## src/rtl/spi_sniffer_stream.sv

```systemverilog
// SPI bus sniffer: oversamples the SPI pins in the fifo_clk domain, rebuilds
// MOSI/MISO words for any SPI mode, picks the relevant direction per word and
// streams tagged entries (word / partial word / frame end) to the UART framer.
module spi_sniffer_stream #(
  parameter int WORD_BITS   = 8,
  parameter int FIFO_DEPTH  = 16,
  parameter int SYNC_STAGES = 2,
  parameter int HDR_WORDS   = 2
) (
  input  logic                 fifo_clk,
  input  logic                 reset,
  input  logic                 spi_sck,
  input  logic                 ss,
  input  logic                 mosi,
  input  logic                 miso,
  input  logic [1:0]           mode,
  input  logic                 uart_busy,
  output logic [WORD_BITS-1:0] data,
  output logic [1:0]           data_kind,
  output logic                 data_dir,
  output logic                 data_valid,
  output logic                 overflow,
  output logic [7:0]           drop_cnt
);

  localparam int AW = $clog2(FIFO_DEPTH);
  localparam int CW = $clog2(WORD_BITS + 1);
  localparam int EW = WORD_BITS + 3;
  localparam logic [1:0] KIND_WORD = 2'b00;
  localparam logic [1:0] KIND_PART = 2'b01;
  localparam logic [1:0] KIND_END  = 2'b10;
  localparam logic [WORD_BITS-1:0] HDR_LIM  = WORD_BITS'(HDR_WORDS);
  localparam logic [CW-1:0]        LAST_BIT = CW'(WORD_BITS - 1);
  localparam logic [AW:0]          FULL_CNT = (AW+1)'(FIFO_DEPTH);

  // synchroniser chain, bit order {sck, ss, mosi, miso}
  logic [SYNC_STAGES-1:0][3:0] sync_q;
  logic [3:0]                  s;
  logic                        sck_d, ss_d;

  // frame capture state
  logic [1:0]           mode_q;
  logic                 frame_active, write_flag, end_pend;
  logic [CW-1:0]        bit_cnt;
  logic [WORD_BITS-1:0] word_cnt, sh_mosi, sh_miso, nxt_mosi, nxt_miso;

  // FIFO
  logic [EW-1:0] mem [FIFO_DEPTH];
  logic [AW-1:0] wr_ptr, rd_ptr;
  logic [AW:0]   count;

  logic          ss_fall, ss_rise, sck_rise, sck_fall, samp_edge;
  logic          capture, closing, word_done, use_mosi;
  logic          push, push_ok, drop, pop;
  logic [EW-1:0] push_ent;

  assign s = sync_q[SYNC_STAGES-1];

  // bring the asynchronous SPI pins into fifo_clk and keep one more copy for edges
  always_ff @(posedge fifo_clk) begin
    if (reset) begin
      sync_q <= '0;
      sck_d  <= 1'b0;
      ss_d   <= 1'b0;
    end else begin
      sync_q <= {sync_q[SYNC_STAGES-2:0], {spi_sck, ss, mosi, miso}};
      sck_d  <= s[3];
      ss_d   <= s[2];
    end
  end

  // Cleared ss history means a pin already low after reset never looks like
  // a falling edge, so capture waits for a fresh frame.
  always_comb begin
    ss_fall   = ss_d & ~s[2];
    ss_rise   = ~ss_d & s[2];
    sck_rise  = ~sck_d & s[3];
    sck_fall  = sck_d & ~s[3];
    samp_edge = (mode_q[1] ^ mode_q[0]) ? sck_fall : sck_rise;
    closing   = frame_active & ss_rise;
    capture   = frame_active & ~s[2] & samp_edge;
    word_done = (bit_cnt == LAST_BIT);
    nxt_mosi  = {sh_mosi[WORD_BITS-2:0], s[1]};
    nxt_miso  = {sh_miso[WORD_BITS-2:0], s[0]};
    use_mosi  = (word_cnt < HDR_LIM) | write_flag;
  end

  // frame tracking and MSB-first shift; shifters are cleared per word so a
  // partial word is already right-aligned
  always_ff @(posedge fifo_clk) begin
    if (reset) begin
      mode_q       <= 2'b00;
      frame_active <= 1'b0;
      write_flag   <= 1'b0;
      end_pend     <= 1'b0;
      bit_cnt      <= '0;
      word_cnt     <= '0;
      sh_mosi      <= '0;
      sh_miso      <= '0;
    end else begin
      end_pend <= 1'b0;
      if (ss_fall) begin
        mode_q       <= mode;
        frame_active <= 1'b1;
        bit_cnt      <= '0;
        word_cnt     <= '0;
        sh_mosi      <= '0;
        sh_miso      <= '0;
      end else if (closing) begin
        frame_active <= 1'b0;
        end_pend     <= (bit_cnt != '0);
      end else if (capture) begin
        if (bit_cnt == '0 && word_cnt == '0) write_flag <= s[1];
        if (word_done) begin
          bit_cnt <= '0;
          sh_mosi <= '0;
          sh_miso <= '0;
          if (word_cnt != '1) word_cnt <= word_cnt + 1'b1;
        end else begin
          bit_cnt <= bit_cnt + 1'b1;
          sh_mosi <= nxt_mosi;
          sh_miso <= nxt_miso;
        end
      end
    end
  end

  // entry builder: frame-end marker trailing a partial word wins the slot
  always_comb begin
    push     = 1'b0;
    push_ent = '0;
    if (end_pend) begin
      push     = 1'b1;
      push_ent = {KIND_END, 1'b0, word_cnt};
    end else if (closing) begin
      push = 1'b1;
      if (bit_cnt != '0)
        push_ent = {KIND_PART, ~use_mosi, use_mosi ? sh_mosi : sh_miso};
      else
        push_ent = {KIND_END, 1'b0, word_cnt};
    end else if (capture && word_done) begin
      push     = 1'b1;
      push_ent = {KIND_WORD, ~use_mosi, use_mosi ? nxt_mosi : nxt_miso};
    end
  end

  // fullness is judged on the registered count, before any same-cycle pop
  always_comb begin
    push_ok = push & (count != FULL_CNT);
    drop    = push & (count == FULL_CNT);
    pop     = (count != '0) & ~uart_busy & ~data_valid;
  end

  // FIFO storage, no reset needed on the array
  always_ff @(posedge fifo_clk) begin
    if (push_ok) mem[wr_ptr] <= push_ent;
  end

  // pointers, occupancy, output register and overflow accounting
  always_ff @(posedge fifo_clk) begin
    if (reset) begin
      wr_ptr     <= '0;
      rd_ptr     <= '0;
      count      <= '0;
      data       <= '0;
      data_kind  <= 2'b00;
      data_dir   <= 1'b0;
      data_valid <= 1'b0;
      overflow   <= 1'b0;
      drop_cnt   <= 8'd0;
    end else begin
      data_valid <= pop;
      if (push_ok) wr_ptr <= wr_ptr + 1'b1;
      if (pop) begin
        rd_ptr                      <= rd_ptr + 1'b1;
        {data_kind, data_dir, data} <= mem[rd_ptr];
      end
      case ({push_ok, pop})
        2'b10:   count <= count + 1'b1;
        2'b01:   count <= count - 1'b1;
        default: count <= count;
      endcase
      if (drop) begin
        overflow <= 1'b1;
        if (drop_cnt != 8'hFF) drop_cnt <= drop_cnt + 8'd1;
      end
    end
  end

endmodule

```

## config.mk

```make
export PLATFORM = sky130hd
export DESIGN_NAME = spi_sniffer_stream
export DESIGN_NICKNAME = d
export VERILOG_FILES = /design/src/rtl/spi_sniffer_stream.sv
export SDC_FILE = /design/constraint.sdc
export NUM_CORES = 1
export LEC_CHECK = 0
export BUFFER_PORTS_ARGS = -buffer_cell sky130_fd_sc_hd__buf_4
export CORE_MARGIN = 3
export CORE_UTILIZATION = 30
export DETAILED_ROUTE_END_ITERATION = 10
export MAX_ROUTING_LAYER = met4
export SYNTH_ARGS = -nofsm -noshare
export SYNTH_HDL_FRONTEND = slang
export SYNTH_SLANG_ARGS = --single-unit
```

## constraint.sdc

```tcl
create_clock -name fifo_clk -period 4.4 [get_ports fifo_clk]
set_input_delay 0.88 -clock fifo_clk [delete_from_list [all_inputs] [get_ports fifo_clk]]
set_output_delay 0.88 -clock fifo_clk [all_outputs]
set_load 0.02 [all_outputs]
```

### Word level (Yosys, flattened, before mapping)

Memory sizes are Yosys's and may differ from the RTL's. A register that Yosys moved wholly into a read port is not among the register bits.
Cells that the tools add are included.

* flip-flop bits (word level): 66
* RAM bits: 176
* bits of input ports: 9
* output and inout port bits: 21
* logic and storage cells: 88
* memories kept: 1

* add/sub/neg operators: 7
* magnitude comparators: 1
* equal/unequal tests: 7
* multiplexer cells: 18
* bitwise logic cells: 22
* reduce and logical (&&, ||, !) cells: 14

Memory list
* mem: words 16, width 11, read ports 1, clocked after Yosys merged registers in 1, write ports 1, RTL line 48 `logic [EW-1:0] mem [FIFO_DEPTH];`

Operator list (number)
* two-way mux 11 bit: 3
* two-way mux 8 bit: 4
* adder 8 x 1 -> 8 bit, second input constant: 2
* != test 8 bit, second input constant: 2
* adder 4 x 1 -> 4 bit, second input constant: 3
* AND 1 bit: 11
* case mux 5 bit (2 select lines): 1
* two-way mux 9 bit: 1
* inverter 1 bit: 9
* zero test 8 bit: 1
* less-than comparator 8 x 2 -> 1 bit, second input constant: 1
* two-way mux 1 bit: 8
* AND reduction 4 bit: 2
* adder 5 x 1 -> 5 bit, second input constant: 1
* equality test 5 bit, second input constant: 1
* != test 5 bit, second input constant: 1
* nonzero test 5 bit: 1
* subtractor 5 x 1 -> 5 bit, second input constant: 1
* equality test 4 x 3 -> 1 bit, second input constant: 1
* zero test 4 bit: 1
* two-way mux 4 bit: 1
* AND reduction 2 bit: 2
* nonzero test 2 bit: 2
* nonzero test 4 bit: 1
* 7 further kinds: 8

### Logic depth before layout (Yosys ltp)

Gate-level depths: netlist (run 1).

* depth after elaboration: 11
* mapped depth: 14
* depth with buffers taken out: 12

### Least setup slack after synthesis (run 1)

No wires, ideal clock.

* path type: reg2reg
* start: register sync_q, in the netlist s[2]
* end: register count[4]
* data arrival time: 2.995 ns
* data required time: 4.329 ns
* path slack: 1.334 ns
* cell stages (with the launch flop): 13
* buffers on the path: 1
* period minus slack after synthesis: 3.066 ns
* path through: dfxtp_1 -> nor4bb_1 -> mux2i_2 -> o31ai_1 -> buf_2 -> inv_1 -> ha_1 -> ha_1 -> nor2b_1 -> o21ai_0 -> a21oi_1 -> or4_1 -> a21oi_1

* word-level cells in the longest chain between the ends: 10

Ends and longest elaborated chain
* from (decl): RTL line 37 `logic [SYNC_STAGES-1:0][3:0] sync_q;`
* from (signal assigned): RTL line 66 `sync_q <= {sync_q[SYNC_STAGES-2:0], {spi_sck, ss, mosi, miso}};`
* inverter 1 bit: RTL line 81 `capture = frame_active & ~s[2] & samp_edge;`
* AND 1 bit (2 in a row): RTL line 81
* logical AND 1 bit: RTL line 141 `end else if (capture && word_done) begin`
* two-way mux 1 bit: RTL line 141
* two-way mux 1 bit (*): RTL line 135 `end else if (closing) begin`
* two-way mux 1 bit (*): RTL line 132 `if (end_pend) begin`
* AND 1 bit (*): RTL line 149 `push_ok = push & (count != FULL_CNT);`
* equality test 2 x 1 -> 1 bit / equality test 2 bit (equally long branches): RTL line 178 `case ({push_ok, pop})`
* case mux 5 bit (2 select lines) / nonzero test 2 bit (equally long branches)
* to (signal assigned): RTL line 179 `2'b10: count <= count + 1'b1;`
* to (signal assigned): RTL line 180 `2'b01: count <= count - 1'b1;`
* to (signal assigned): RTL line 181 `default: count <= count;`
* to (decl): RTL line 50 `logic [AW:0] count;`

Every way passes the cells marked *; elsewhere a longest branch is shown, timed or not.
A chain may end at the register's enable or synchronous reset.

### Worst setup path in the final report (run 1)

* start: register count[0]
* end: register count[4]

* word-level cells in the longest chain between the ends: 5

Ends and longest elaborated chain
* nonzero test 5 bit (*): RTL line 151 `pop = (count != '0) & ~uart_busy & ~data_valid;`
* AND 1 bit (*) (2 in a row): RTL line 151
* net pop: RTL line 54 `logic push, push_ok, drop, pop;`
* equality test 2 x 1 -> 1 bit / equality test 2 bit (equally long branches): RTL line 178
* case mux 5 bit (2 select lines) / nonzero test 2 bit (equally long branches)

Mark *: on every way through the listed nets, which the timed path passes. The rest lies on a longest branch.

==> key figures, run 1 <==
Run status
  • Status: finished, final reports clean

Clocking
  • Clock transition at path regs: 0.06 ns
  • CTS tree: yes
  • CTS resizes: 0
  • Postcts setup bufs: 0
  • Later-pin clock latency in the skew report: 0.52 ns
  • H-tree depth: 1
  • TritonCTS Sinks: 253
  • Clock root buffer: clkbuf_16
  • Longest Clk Path Bufs: 3
  • TritonCTS Buffers: 26
  • CTS Hold Buffers Added: 0

Power
  • Clock group share of total power: 0.447
  • Leak: 3.68 nW
  • Sequential share of power: 0.544
  • Switching Share: 0.194
  • P_int: 3.74 mW
  • Net load switching power: 0.899 mW
  • Max VDD drop: 0.249 mV
  • Power per cell area: 392 mW/mm2
  • Gate power share: 0.009

Detailed routing
  • Routed len/inst: 17.6 um
  • Post-Route WL: 21.4 mm
  • Vias: 5913
  • Routed Antenna Nets: 0
  • Drt via density: 4.87
  • DRC: 0
  • Number of DRC markers in iteration 0: 476
  • DR pass1 iterations: 5

Timing
  • Period utilisation layout: 0.751
  • Worst-Margin Slew: 1.24 ns
  • Max Clock Freq: 303 MHz
  • Final TNS setup: 0 ns
  • Final Hold Viols: 0
  • Final WS setup: 1.09 ns
  • RSZ-0062 raised after global routing: no
  • Pins Over Slew Limit: 0
  • Slew headroom: 0.170
  • Final setup fails: 0
  • Fin crit period: 3.31 ns
  • Clk_skew: 0.0150 ns

Floorplan
  • Core area: 0.0329 mm2
  • Die Span X: 190 um
  • Initial Utilization: 0.309
  • Num ports: 30
  • Die Ht: 190 um
  • Area of the die: 0.0361 mm2
  • Row count: 66

Worst setup path
  • Data arrival at the endpoint of the critical path: 3.75 ns
  • Worst Path Max Fanout: 27
  • Endpoint class of the critical path: flip-flop
  • CP Launch Type: flip-flop
  • Worst Path Required: 4.85 ns
  • CP Class: flip-flop to flip-flop
  • Worst R2R Path Depth: 11

Placed design
  • I/O Buffers: 29
  • Placed cell count: 1166
  • Pre-CTS setup slack: 0.895 ns
  • Dpl hpwl: 13.2 mm
  • GP Congestion: 0.750

Global routing
  • Global-route wire length before repair: 33.4 mm
  • Largest net degree at the start of global routing: 49
  • GRT overflow: 0
  • Number of global-route vias before repair: 5722
  • Initial antenna violation count: 0
  • GRT Overall Usage: 0.123

Synthesis
  • Number of unique standard cell types used by synthesis: 52
  • Post-Syn Nets: 728
  • Fraction of registers with async set/reset: 0
  • Syn Area/Cell: 14.4 um2
  • Cells after Synth: 704
  • Synth warn: 0
  • Sequential area share after synthesis: 0.671
  • Post-synth EDFFs: 176
  • Mapped cell area: 0.0102 mm2
  • Number of synthesized register bits: 253
  • Most used DFF post-synth: edfxtp_1

Layout
  • Layout Utilization: 0.360
  • Final nets: 777
  • Layout cells sized above 1: 0.204
  • Layout overhead on the synthesized area: 16.5%
  • Non-filler instance count after layout: 1215
  • Number of fill cells in the layout: 3147
  • ANT cells: 0

Worst hold path
  • Hold/Removal Path Class: flip-flop to flip-flop
  • Hold Path Depth: 1

Job
  • Max-Cap Viols: 0
## metal layers
metal	routed length, um	vias to the layer above	GRT usage
met5	0	-	-
met4	431	0	0.0273
met3	1160	32	0.0182
met2	10000	164	0.192
met1	9830	2950	0.170
li1	-	2767	-
## area by class of cell
type                            instances  area (um2)  area share
Inverter                               21        78.8     0.00665
Clock inverter                         10        90.1     0.00760
Multi-Input combinational cell        393        3130       0.264
Sequential cell                       253        6830       0.577
Clock buffer                           38         726      0.0613
Tap cell                              442         553      0.0467
Timing Repair Buffer                   58         435      0.0368
## per-stage QoR
stage	power (mW)	hold slack (ns)	area [um2]
after floorplan	2.61	0.414	10200
after global placement	2.62	0.425	11000
after detailed placement	2.62	0.420	11000
after CTS	4.71	0.434	11800
after global routing	4.81	0.459	11800
final	4.64	0.432	11800
## worst max-delay path: stages, from the launching register on
cell	delay, ns
dfxtp_1	0.35
or4_4	0.58
o21ai_2	0.13
buf_4	0.32
inv_1	0.16
ha_1	0.27
ha_1	0.32
nor2b_1	0.15
o21ai_0	0.22
a21oi_1	0.12
or4_1	0.47
a21oi_1	0.15
## flip-flops by register name (all words and copies together) (netlist names)
register	flops
sh_mosi	8
data_dir	1
rd_ptr	4
bit_cnt	4
sync_q	4
ss_d	1
overflow	1
frame_active	1
s	4
mode_q	2
mem	176
data	8
wr_ptr	4
end_pend	1
count	5
word_cnt	8
write_flag	1
sh_miso	8
sck_d	1
drop_cnt	8
data_valid	1
data_kind	2
## cells in the mapped netlist, types with 7 or more instances
| master | count | area (um2) |
|---|---|---|
| nor2b_1 | 15 | 93.8 |
| buf_2 | 10 | 50.1 |
| a21oi_1 | 57 | 285 |
| nor3_1 | 7 | 35.0 |
| nand2_1 | 62 | 233 |
| inv_1 | 21 | 78.8 |
| edfxtp_1 | 176 | 5290 |
| mux4_2 | 44 | 991 |
| nor2_1 | 55 | 206 |
| ha_1 | 14 | 175 |
| nand3_1 | 11 | 55.1 |
| a22oi_1 | 22 | 165 |
| xnor2_1 | 9 | 78.8 |
| o221ai_1 | 8 | 70.1 |
| dfxtp_1 | 77 | 1540 |
| clkbuf_1 | 23 | 86.3 |
| mux2i_1 | 16 | 160 |
## power by group through the flow
stage | Combinational (mW) | Clock [mW] | Sequential [mW]
2_1_floorplan | 0.0322 | 0 | 2.57
3_3_place_gp | 0.0431 | 0 | 2.58
3_5_place_dp | 0.0431 | 0 | 2.58
4_1_cts | 0.0434 | 2.14 | 2.52
5_1_grt | 0.0475 | 2.24 | 2.52
6_report | 0.0428 | 2.08 | 2.53
## cells in the final DEF (no fill, tap or decap), types with 6 or more instances in the layout
cell,count
a21oi_1,57
clkbuf_1,9
buf_4,58
nor4_1,6
nor2b_1,15
inv_1,21
dfxtp_1,75
nand3_1,11
ha_1,14
edfxtp_1,176
xnor2_1,9
mux4_2,44
mux2i_1,16
a22oi_1,22
o221ai_1,8
nor2_1,55
clkbuf_16,26
nand2_1,62
clkinv_2,7
## final timing paths
kind	startpoint	endpoint	slack, ns
hold reg to reg	sync_q[0]	s[0]	0.43
hold / removal	sync_q[0]	s[0]	0.43
setup reg to reg	count[0]	count[4]	1.09
setup / recovery	count[0]	count[4]	1.09
## kinds of logic (layout without fill, tap and decap cells)
logic type,count (synthesis),count (layout),share of synthesized area
mux,62,62,0.116
fa+ha+maj,15,15,0.0192
compound gates,110,110,0.0680
buf+inv,58,127,0.0226
flops,253,253,0.671
simple gates,193,193,0.0920
xor+xnor,13,13,0.0112
No activity file was read; power rests on OpenSTA's default activity.
==> run 2, diff against run 1 <==
==> constraint.sdc (replaced) <==
create_clock -name fifo_clk -period 3.2 [get_ports fifo_clk]
set_input_delay 0.64 -clock fifo_clk [delete_from_list [all_inputs] [get_ports fifo_clk]]
set_output_delay 0.64 -clock fifo_clk [all_outputs]
set_load 0.02 [all_outputs]
==> key figures, run 2 (same netlist as run 1, synthesis figures left out) <==
Power
  • Switching Share: 0.191 (was 0.194)
  • Gate power share: 0.010 (was 0.009)
  • Leak: 3.82 nW (was 3.68 nW)
  • P_int: 5.45 mW (was 3.74 mW)
  • Max VDD drop: 0.351 mV (was 0.249 mV)
  • Clock group share of total power: 0.476 (was 0.447)
  • Net load switching power: 1.29 mW (was 0.899 mW)
  • Sequential share of power: 0.514 (was 0.544)
  • Power per cell area: 558 mW/mm2 (was 392 mW/mm2)

Layout
  • Max reg flops: 176 (unchanged)
  • Reg with most FFs: mem (unchanged)
  • Layout cells sized above 1: 0.228 (was 0.204)
  • Layout overhead on the synthesized area: 18.8% (was 16.5%)
  • ANT cells: 0 (unchanged)
  • Most frequent cells in the layout: edfxtp_1, dfxtp_1, buf_4 (was edfxtp_1, dfxtp_1, nand2_1)
  • Layout Utilization: 0.367 (was 0.360)
  • Final nets: 785 (was 777)
  • Commonest non-fill, non-tap cell in the layout: edfxtp_1 (unchanged)

Timing
  • Pins Over Slew Limit: 0 (unchanged)
  • Period utilisation layout: 0.929 (was 0.751)
  • Clk_skew: 0.0161 ns (was 0.0150 ns)
  • Max Clock Freq: 336 MHz (was 303 MHz)
  • RSZ-0062 raised after global routing: no (unchanged)
  • Final setup fails: 0 (unchanged)
  • Final Hold Viols: 0 (unchanged)
  • Worst-Margin Slew: 0.729 ns (was 1.24 ns)
  • Slew headroom: 0.514 (was 0.170)
  • Fin crit period: 2.97 ns (was 3.31 ns)
  • Final TNS setup: 0 ns (unchanged)

Floorplan
  • Row count: 66 (unchanged)
  • Die Ht: 190 um (unchanged)
  • Core area: 0.0329 mm2 (unchanged)
  • Initial Utilization: 0.309 (unchanged)
  • Area of the die: 0.0361 mm2 (unchanged)
  • Die Span X: 190 um (unchanged)
  • Num ports: 30 (unchanged)

Clocking
  • TritonCTS Buffers: 26 (unchanged)
  • H-tree depth: 1 (unchanged)
  • Postcts setup bufs: 0 (unchanged)
  • CTS Hold Buffers Added: 0 (unchanged)
  • CTS resizes: 0 (unchanged)
  • Clock root buffer: clkbuf_16 (unchanged)
  • Longest Clk Path Bufs: 3 (unchanged)
  • Clock transition at path regs: 0.06 ns (about the same)
  • CTS tree: yes (unchanged)
  • Later-pin clock latency in the skew report: 0.53 ns (was 0.52 ns)
  • TritonCTS Sinks: 253 (unchanged)

Detailed routing
  • Drt via density: 4.80 (was 4.87)
  • DR pass1 iterations: 4 (was 5)
  • Number of DRC markers in iteration 0: 417 (was 476)
  • Routed Antenna Nets: 0 (unchanged)
  • Vias: 5865 (was 5913)
  • Routed len/inst: 16.8 um (was 17.6 um)
  • Post-Route WL: 20.6 mm (was 21.4 mm)
  • DRC: 0 (unchanged)

Global routing
  • GRT overflow: 0 (unchanged)
  • Initial antenna violation count: 0 (unchanged)
  • GRT Overall Usage: 0.117 (was 0.123)
  • Global-route wire length before repair: 32.5 mm (was 33.4 mm)
  • Largest net degree at the start of global routing: 49 (unchanged)
  • Number of global-route vias before repair: 5863 (was 5722)

Worst setup path
  • CP Launch Type: flip-flop (unchanged)
  • Worst Path Required: 3.65 ns (was 4.85 ns)
  • Worst Path Max Fanout: 5 (was 27)
  • CP Class: flip-flop to flip-flop (unchanged)
  • Endpoint class of the critical path: flip-flop (unchanged)
  • Data arrival at the endpoint of the critical path: 3.42 ns (was 3.75 ns)

Run status
  • Status: finished, final reports clean (unchanged)

Placed design
  • GP Congestion: 0.787 (was 0.750)
  • Dpl hpwl: 12.6 mm (was 13.2 mm)
  • I/O Buffers: 29 (unchanged)

Job
  • Max-Cap Viols: 0 (unchanged)

Worst hold path
  • Hold/Removal Path Class: primary input to flip-flop (was flip-flop to flip-flop)
[run 2: cell count changes in the layout (fill, tap and decap cells not counted), sizes merged]
cell    delta
clkbuf     -7
clkinv     +3
inv        +1
buf        +8
bufinv     +3
[run 2: final timing paths]
kind	from	end	slack, ns	cells after the start
setup / recovery	count[1]	count[4]	0.23	12
hold / removal	ss	sync_q[2]	0.33	2
setup reg to reg	count[1]	count[4]	0.23	12
hold reg to reg	sync_q[3]	s[3]	0.44	1
[run 2: per-stage QoR]
| stage | hold slack, ns | instance area [um2] | setup WS (ns) | total power [mW] | std cells |
|---|---|---|---|---|---|
| 6_report | 0.329 | 12100 | 0.227 | 6.74 | 1223 |
| 5_1_grt | 0.310 | 12100 | 0.0315 | 6.95 | 1223 |
| 4_1_cts | 0.308 | 12100 | 0.100 | 6.81 | 1223 |
| 3_5_place_dp | 0.420 | 11100 | 0.107 | 3.60 | 1175 |
| 3_3_place_gp | 0.421 | 11100 | 0.214 | 3.60 | 1175 |
| 2_1_floorplan | 0.414 | 10200 | 0.134 | 3.58 | 704 |
[run 2: layer usage]
layer	routed length [um]	vias up	GRT usage
met1	9590	2916	0.160
met3	957	28	0.0171
li1	-	2781	-
met5	0	-	-
met2	9510	140	0.182
met4	518	0	0.0347
[run 2: final cells by class]
class                           instances  area (um2)
Clock buffer                           31         732
Clock inverter                         17         201
Fill cell                            3120       20900
Inverter                               21        78.8
Multi-Input combinational cell        393        3160
Sequential cell                       253        6830
Tap cell                              442         553
Timing Repair Buffer                   66         520
[run 2: power by group through the flow]
| stage | Sequential [mW] | Combinational [mW] | Clock, mW |
|---|---|---|---|
| 2_1_floorplan | 3.54 | 0.0445 | 0 |
| 4_1_cts | 3.47 | 0.0653 | 3.28 |
| 6_report | 3.47 | 0.0647 | 3.21 |
| 5_1_grt | 3.47 | 0.0712 | 3.42 |
| 3_5_place_dp | 3.54 | 0.0651 | 0 |
| 3_3_place_gp | 3.54 | 0.0649 | 0 |
[run 2: critical path, stage by stage (launching register included)]
cell	delay [ns]
dfxtp_1	0.34
or4_4	0.56
o22ai_2	0.17
o31ai_2	0.10
inv_1	0.07
ha_2	0.21
inv_1	0.08
fa_1	0.37
nor2b_1	0.16
o21ai_0	0.11
and3_1	0.20
or4_1	0.39
a21oi_1	0.14
